### src/rtl/hart_pkg.sv
// Hart register-state type consumed by downstream debug/visualisation blocks.
package hart_pkg;

  typedef struct packed {
    logic [31:0][31:0] xregs;
  } reg_state_t;

endpackage

### src/rtl/reg_viewer_pkg.sv
// Shared 7-segment display constants and the page enum for the register viewer.
package reg_viewer_pkg;

  localparam int NUM_DIGITS = 6;

  // Active-low segment patterns, bit order {g,f,e,d,c,b,a}
  localparam logic [6:0] SEG_BLANK = 7'b1111111;
  localparam logic [6:0] SEG_DIGIT [16] = '{
    7'b1000000, 7'b1111001, 7'b0100100, 7'b0110000,
    7'b0011001, 7'b0010010, 7'b0000010, 7'b1111000,
    7'b0000000, 7'b0010000, 7'b0001000, 7'b0000011,
    7'b1000110, 7'b0100001, 7'b0000110, 7'b0001110
  };

  typedef enum logic {
    PAGE_LO = 1'b0,
    PAGE_HI = 1'b1
  } page_t;

endpackage

### src/rtl/reg_viewer_if.sv
// Bundle between the hart-side top level and the register viewer.
interface reg_viewer_if;
  import hart_pkg::*;

  reg_state_t reg_state;
  logic [4:0] sel;
  logic       freeze;
  logic [6:0] hex0;
  logic [6:0] hex1;
  logic [6:0] hex2;
  logic [6:0] hex3;
  logic [6:0] hex4;
  logic [6:0] hex5;
  logic       changed;
  logic       page;

  modport master (
    output reg_state, sel, freeze,
    input  hex0, hex1, hex2, hex3, hex4, hex5, changed, page
  );

  modport slave (
    input  reg_state, sel, freeze,
    output hex0, hex1, hex2, hex3, hex4, hex5, changed, page
  );

endinterface

### src/rtl/reg_viewer_seg7_hex.sv
// Combinational 4-bit to active-low 7-segment decoder.
module seg7_hex
  import reg_viewer_pkg::*;
(
  input  logic [3:0] nibble,
  output logic [6:0] seg
);

  assign seg = SEG_DIGIT[nibble];

endmodule

### src/rtl/reg_viewer.sv
// Register-file viewer: snapshots xregs[sel], pages it across six 7-segment
// displays and stretches a "value changed" indicator.
module reg_viewer
  import reg_viewer_pkg::*;
#(
  parameter int PAGE_CYCLES    = 50_000_000,
  parameter int STRETCH_CYCLES = 5_000_000
) (
  input logic         clk,
  input logic         reset,
  reg_viewer_if.slave bus
);

  localparam int TIMER_W   = (PAGE_CYCLES > 1) ? $clog2(PAGE_CYCLES) : 1;
  localparam int STRETCH_W = $clog2(STRETCH_CYCLES + 1);
  localparam logic [TIMER_W-1:0]   TIMER_LAST   = TIMER_W'(PAGE_CYCLES - 1);
  localparam logic [STRETCH_W-1:0] STRETCH_LOAD = STRETCH_W'(STRETCH_CYCLES);

  logic [31:0]          snap_q, snap_d;
  logic [4:0]           snap_idx_q, snap_idx_d;
  page_t                page_q, page_d;
  logic [TIMER_W-1:0]   timer_q, timer_d;
  logic [STRETCH_W-1:0] stretch_q, stretch_d;
  logic                 changed_q, changed_d;
  logic [6:0]           hex_q [NUM_DIGITS];
  logic [6:0]           hex_d [NUM_DIGITS];
  logic [3:0]           nibble [NUM_DIGITS];
  logic [6:0]           seg [NUM_DIGITS];

  logic [31:0] live_val;
  logic        sel_change;
  logic        val_change;

  assign live_val   = bus.reg_state.xregs[bus.sel];
  assign sel_change = !bus.freeze && (bus.sel != snap_idx_q);
  assign val_change = !bus.freeze && (bus.sel == snap_idx_q) && (live_val != snap_q);

  // A select change restarts paging and takes priority over the terminal count
  always_comb begin
    snap_d     = snap_q;
    snap_idx_d = snap_idx_q;
    page_d     = page_q;
    timer_d    = timer_q;
    stretch_d  = stretch_q;
    if (!bus.freeze) begin
      snap_d     = live_val;
      snap_idx_d = bus.sel;
    end
    if (sel_change) begin
      page_d  = PAGE_LO;
      timer_d = '0;
    end else if (timer_q == TIMER_LAST) begin
      page_d  = (page_q == PAGE_LO) ? PAGE_HI : PAGE_LO;
      timer_d = '0;
    end else begin
      timer_d = timer_q + 1'b1;
    end
    if (val_change) begin
      stretch_d = STRETCH_LOAD;
    end else if (stretch_q != '0) begin
      stretch_d = stretch_q - 1'b1;
    end
    changed_d = (stretch_d != '0);
  end

  always_comb begin
    for (int i = 0; i < NUM_DIGITS; i++) begin
      nibble[i] = snap_q[4*i +: 4];
    end
    if (page_q == PAGE_HI) begin
      nibble[5] = {3'b000, snap_idx_q[4]};
      nibble[4] = snap_idx_q[3:0];
      nibble[1] = snap_q[31:28];
      nibble[0] = snap_q[27:24];
    end
  end

  for (genvar g = 0; g < NUM_DIGITS; g++) begin : g_digit
    seg7_hex u_dec (
      .nibble (nibble[g]),
      .seg    (seg[g])
    );
  end

  always_comb begin
    for (int i = 0; i < NUM_DIGITS; i++) begin
      hex_d[i] = seg[i];
    end
    if (page_q == PAGE_HI) begin
      hex_d[3] = SEG_BLANK;
      hex_d[2] = SEG_BLANK;
    end
  end

  always_ff @(posedge clk or posedge reset) begin
    if (reset) begin
      snap_q     <= '0;
      snap_idx_q <= '0;
      page_q     <= PAGE_LO;
      timer_q    <= '0;
      stretch_q  <= '0;
      changed_q  <= 1'b0;
      for (int i = 0; i < NUM_DIGITS; i++) begin
        hex_q[i] <= SEG_BLANK;
      end
    end else begin
      snap_q     <= snap_d;
      snap_idx_q <= snap_idx_d;
      page_q     <= page_d;
      timer_q    <= timer_d;
      stretch_q  <= stretch_d;
      changed_q  <= changed_d;
      for (int i = 0; i < NUM_DIGITS; i++) begin
        hex_q[i] <= hex_d[i];
      end
    end
  end

  assign bus.hex0    = hex_q[0];
  assign bus.hex1    = hex_q[1];
  assign bus.hex2    = hex_q[2];
  assign bus.hex3    = hex_q[3];
  assign bus.hex4    = hex_q[4];
  assign bus.hex5    = hex_q[5];
  assign bus.changed = changed_q;
  assign bus.page    = page_q;

endmodule

### src/flat_wrapper.sv
// flat-port wrapper written by rule: the top's interface ports become plain ports
module reg_viewer_flat import reg_viewer_pkg::*;
#(
  parameter int PAGE_CYCLES    = 50_000_000,
  parameter int STRETCH_CYCLES = 5_000_000
)
  (clk, reset, bus_reg_state, bus_sel, bus_freeze, bus_hex0, bus_hex1, bus_hex2, bus_hex3, bus_hex4, bus_hex5, bus_changed, bus_page);
  reg_viewer_if bus_i ();
  input logic clk;
  input logic reset;
  input wire logic [$bits(bus_i.reg_state)-1:0] bus_reg_state;
  input wire logic [$bits(bus_i.sel)-1:0] bus_sel;
  input wire logic [$bits(bus_i.freeze)-1:0] bus_freeze;
  output wire logic [$bits(bus_i.hex0)-1:0] bus_hex0;
  output wire logic [$bits(bus_i.hex1)-1:0] bus_hex1;
  output wire logic [$bits(bus_i.hex2)-1:0] bus_hex2;
  output wire logic [$bits(bus_i.hex3)-1:0] bus_hex3;
  output wire logic [$bits(bus_i.hex4)-1:0] bus_hex4;
  output wire logic [$bits(bus_i.hex5)-1:0] bus_hex5;
  output wire logic [$bits(bus_i.changed)-1:0] bus_changed;
  output wire logic [$bits(bus_i.page)-1:0] bus_page;
  assign bus_i.reg_state = bus_reg_state;
  assign bus_i.sel = bus_sel;
  assign bus_i.freeze = bus_freeze;
  assign bus_hex0 = bus_i.hex0;
  assign bus_hex1 = bus_i.hex1;
  assign bus_hex2 = bus_i.hex2;
  assign bus_hex3 = bus_i.hex3;
  assign bus_hex4 = bus_i.hex4;
  assign bus_hex5 = bus_i.hex5;
  assign bus_changed = bus_i.changed;
  assign bus_page = bus_i.page;
  reg_viewer #(.PAGE_CYCLES(PAGE_CYCLES), .STRETCH_CYCLES(STRETCH_CYCLES)) u_core (.clk(clk), .reset(reset), .bus(bus_i));
endmodule
### config.mk
export PLATFORM = sky130hd
export DESIGN_NAME = reg_viewer_flat
export DESIGN_NICKNAME = d
export VERILOG_FILES = /design/src/rtl/hart_pkg.sv /design/src/rtl/reg_viewer_pkg.sv /design/src/rtl/reg_viewer_if.sv /design/src/rtl/reg_viewer_seg7_hex.sv /design/src/rtl/reg_viewer.sv /design/src/flat_wrapper.sv
export SDC_FILE = /design/constraint.sdc
export NUM_CORES = 1
export LEC_CHECK = 0
export ABC_AREA = 1
export CAP_MARGIN = 20
export CORE_AREA = 3 3 417 419
export DETAILED_ROUTE_END_ITERATION = 16
export DIE_AREA = 0 0 420 422
export DONT_BUFFER_PORTS = 1
export SLEW_MARGIN = 5
export SYNTH_ARGS = -nofsm -noshare
export SYNTH_HDL_FRONTEND = slang
export SYNTH_SLANG_ARGS = --single-unit
export TNS_END_PERCENT = 30
### constraint.sdc
create_clock -name clk -period 8.24 [get_ports clk]
set_input_delay 1.648 -clock clk [delete_from_list [all_inputs] [get_ports clk]]
set_output_delay 1.648 -clock clk [all_outputs]
set_load 0.03 [all_outputs]
==> run_results.csv <==
group,metric,value,unit
cells_and_area,final_net_count,4200,
power,powerDensity,147.8,nW/um^2
setup_path,start_kind,"primary input",
synth,syn_area,17550,um^2
setup_path,worst_setup_path_end_kind,"flip-flop",
sta,min_period,5613,ps
sta,finalClockSkew,10.84,ps
synth,synth_xor_area_share,0.7487,%
sta,final-setup-viol-count,0,
floorplan,dieArea,177200,um^2
synth,yosysSeqAreaShare,18.84,%
worst_hold_path,min_path_type,"flip-flop to flip-flop",
place,pre_cts_ws,2452,ps
cells_and_area,syn_to_final_growth,14.37,%
cells_and_area,fin_area,20070,um^2
floorplan,io_pins,1076,
clocking,cts_tree,"yes",
synth,synthMuxAreaShare,0,%
place,routabilityCongestion,0.9891,
place,placed_area,19380,um^2
setup_path,required,8560,ps
synth,synth-seq-cells,130,
synth,synthAdderAreaFrac,2.781,%
clocking,post_cts_resized,0,
sta,slew-limit-headroom,23.01,%
synth,synthTopCellsByArea,"nand2_1 (33%), nand3_1 (26%), dfrtp_1 (13%), dfstp_2 (6.3%), buf_2 (3.8%)",
sta,maxSlewViolCount,0,
synth,async_flop_share,100.0,%
synth,synth_edf_count,0,
clocking,cts_max_path_buffers,2,
route,post-route-drc-count,0,
power,irDropWorstVdd,0.1483,mV
place,dp_hpwl,121700,um
clocking,cts-root-buf,"clkbuf_16",
route,via_count,22650,
synth,synth_ff_type,"dfrtp_1",
synth,syn_area_per_cell,5.286,um^2
clocking,cts_buffers,17,
grt,grt_pass1_wl,186000,um
grt,grt_use_total,15.56,%
floorplan,start_util,10.26,%
floorplan,rows,152,
synth,synth_compound_area_share,4.970,%
floorplan,die_w,420,um
sta,hold_ws,478.1,ps
synth,synth_top_area_share,33.33,%
synth,ys_types,40,
sta,period_share,68.12,%
sta,final.setup.tns,0,ps
clocking,cts_hold_buf,0,
route,first_pass_iters,6,
route,avgViaCountPerCell,4.193,
clocking,cts.clk_slew.worst_paths,60,ps
route,wire_per_inst,27.08,um
status,status,"completed",
floorplan,die_y,422,um
setup_path,cp.arrival,5930,ps
clocking,h-tree-depth,4,
sta,layout_setup_ws,2627,ps
synth,synth_area_leader_cell,"nand2_1",
cells_and_area,multiInputGateArea,12560,um^2
cells_and_area,final_common_cell,"nand2_1",
grt,grt_max_degree,515,
clocking,cts.sinks,130,
grt,grt_pass1_vias,20280,
place,numPortBuffers,0,
route,routed_wirelength,146200,um
synth,synthCells,3320,
sta,tightest_slew,1155,ps
grt,gr-total-overflow,0,
route,drt_iter0_drc,2813,
cells_and_area,ff_latch_area,3307,um^2
cells_and_area,layout_common_cells,"nand2_1 (1558), nand3_1 (917), inv_1 (109), nor2_1 (100), dfrtp_1 (87)",
synth,yosys.area_share.simple,63.06,%
setup_path,critPathMaxFanout,237,
power,leakage,0.008809,uW
synth,synth_top_family_by_area,"simple AND/OR/NAND/NOR gates",
synth,syn_nets,4391,
floorplan,core_area,171000,um^2
sta,fmax,178.2,MHz
cells_and_area,n_fill_cell,20260,
sta,hold_viol,0,
sta,rsz0062_at_grt,"no",
setup_path,worst-setup-path-type,"primary input to flip-flop",
clocking,insertion_delay,450,ps
run,drv_cap,0,
synth,ys_warn_count,0,
clocking,post_cts_buffers,0,
cells_and_area,drive_above_1_share,3.883,%
grt,antenna_found_initial,76,
route,postRouteAntennaNets,0,
[report_power, final]
group,internal (uW),leakage [uW],total (uW),switching [uW]
clock network,429,0.000288,759,330
logic,341,0.00699,1180,841
registers,792,0.00153,1030,233
total,1560,0.00881,2970,1400
[registers in the layout, summed over array words and instances (netlist names)]
register,count
u_core.timer_q,26
u_core.bus.changed,1
u_core.snap_idx_q,5
u_core.bus.hex2,7
u_core.stretch_q,23
u_core.bus.page,1
u_core.bus.hex5,7
u_core.bus.hex4,7
u_core.bus.hex0,7
u_core.bus.hex1,7
u_core.snap_q,32
u_core.bus.hex3,7
[Yosys cell counts, types with 7 or more instances]
cell,count
nor2_1,100
nor3_1,20
nand4_1,8
o21ai_0,87
ha_1,39
a21oi_1,31
buf_4,32
buf_1,16
o211ai_1,10
nand3_1,917
xnor2_1,7
dfstp_2,42
clkbuf_1,53
nand2_1,1558
dfrtp_1,88
xor2_1,8
inv_1,111
buf_2,133
[cell families after synthesis]
logic type      after synthesis
compound gates              157
buf+inv                     360
xor+xnor                     15
simple gates               2619
flops                       130
fa+ha+maj                    39
[final timing paths]
check | startpoint | endpoint | slack (ps) | cells after the start
setup / recovery | bus_sel[0] | u_core.bus.changed$_DFF_PP0_ | 2630 | 20
setup reg to reg | u_core.snap_idx_q[0]$_DFFE_PP0N_ | u_core.timer_q[24]$_DFF_PP0_ | 5460 | 9
hold reg to reg | u_core.timer_q[0]$_DFF_PP0_ | u_core.timer_q[0]$_DFF_PP0_ | 480 | 1
max in group asynchronous | reset | u_core.snap_q[24]$_DFFE_PP0N_ | 5700 | 2
hold / removal | u_core.timer_q[0]$_DFF_PP0_ | u_core.timer_q[0]$_DFF_PP0_ | 480 | 1
min in group asynchronous | reset | u_core.snap_idx_q[0]$_DFFE_PP0N_ | 1200 | 1
[per-layer routing]
metal | track usage [%] | part of all wire [%] | vias to the layer above
li1 | - | - | 10480
met1 | 19.18 | 40 | 10540
met2 | 25.99 | 47 | 1334
met3 | 4.347 | 8.6 | 234
met4 | 4.975 | 3.6 | 68
met5 | 0 | 0.30 | -
[critical path: stages]
cell and delay (ps):
buf_16 240, inv_16 670, buf_4 610, nand2_1 100
nand3_1 90, nand3_1 150, nand2_1 220, nand2_1 90
nand3_1 230, nand3_1 110, nand2_1 80, nand2_1 50
nor2_1 200, nand2_1 90, nor2_1 130, nand2_1 110
nand2_2 210, nand3_1 110, nor2_1 160, nand3_1 90
[per-stage QoR]
step | cells | util [%] | total power, uW
after global routing | 5386 | 11.72 | 3170
final | 5401 | 11.74 | 2966
after CTS | 5373 | 11.67 | 2985
after global placement | 5340 | 11.33 | 2216
after floorplan | 3320 | - | 1760
after detailed placement | 5341 | 11.34 | 2211
[area by class of cell]
| class | instances | area share, % |
|---|---|---|
| Multi-Input combinational cell | 2830 | 62.57 |
| Sequential cell | 130 | 16.48 |
| Tap cell | 2233 | 13.92 |
| Clock buffer | 22 | 2.469 |
| Inverter | 120 | 2.425 |
| Timing Repair Buffer | 30 | 1.446 |
| Clock inverter | 10 | 0.3678 |
| Antenna cell | 26 | 0.3242 |
Power figures use the tool's default switching activity.
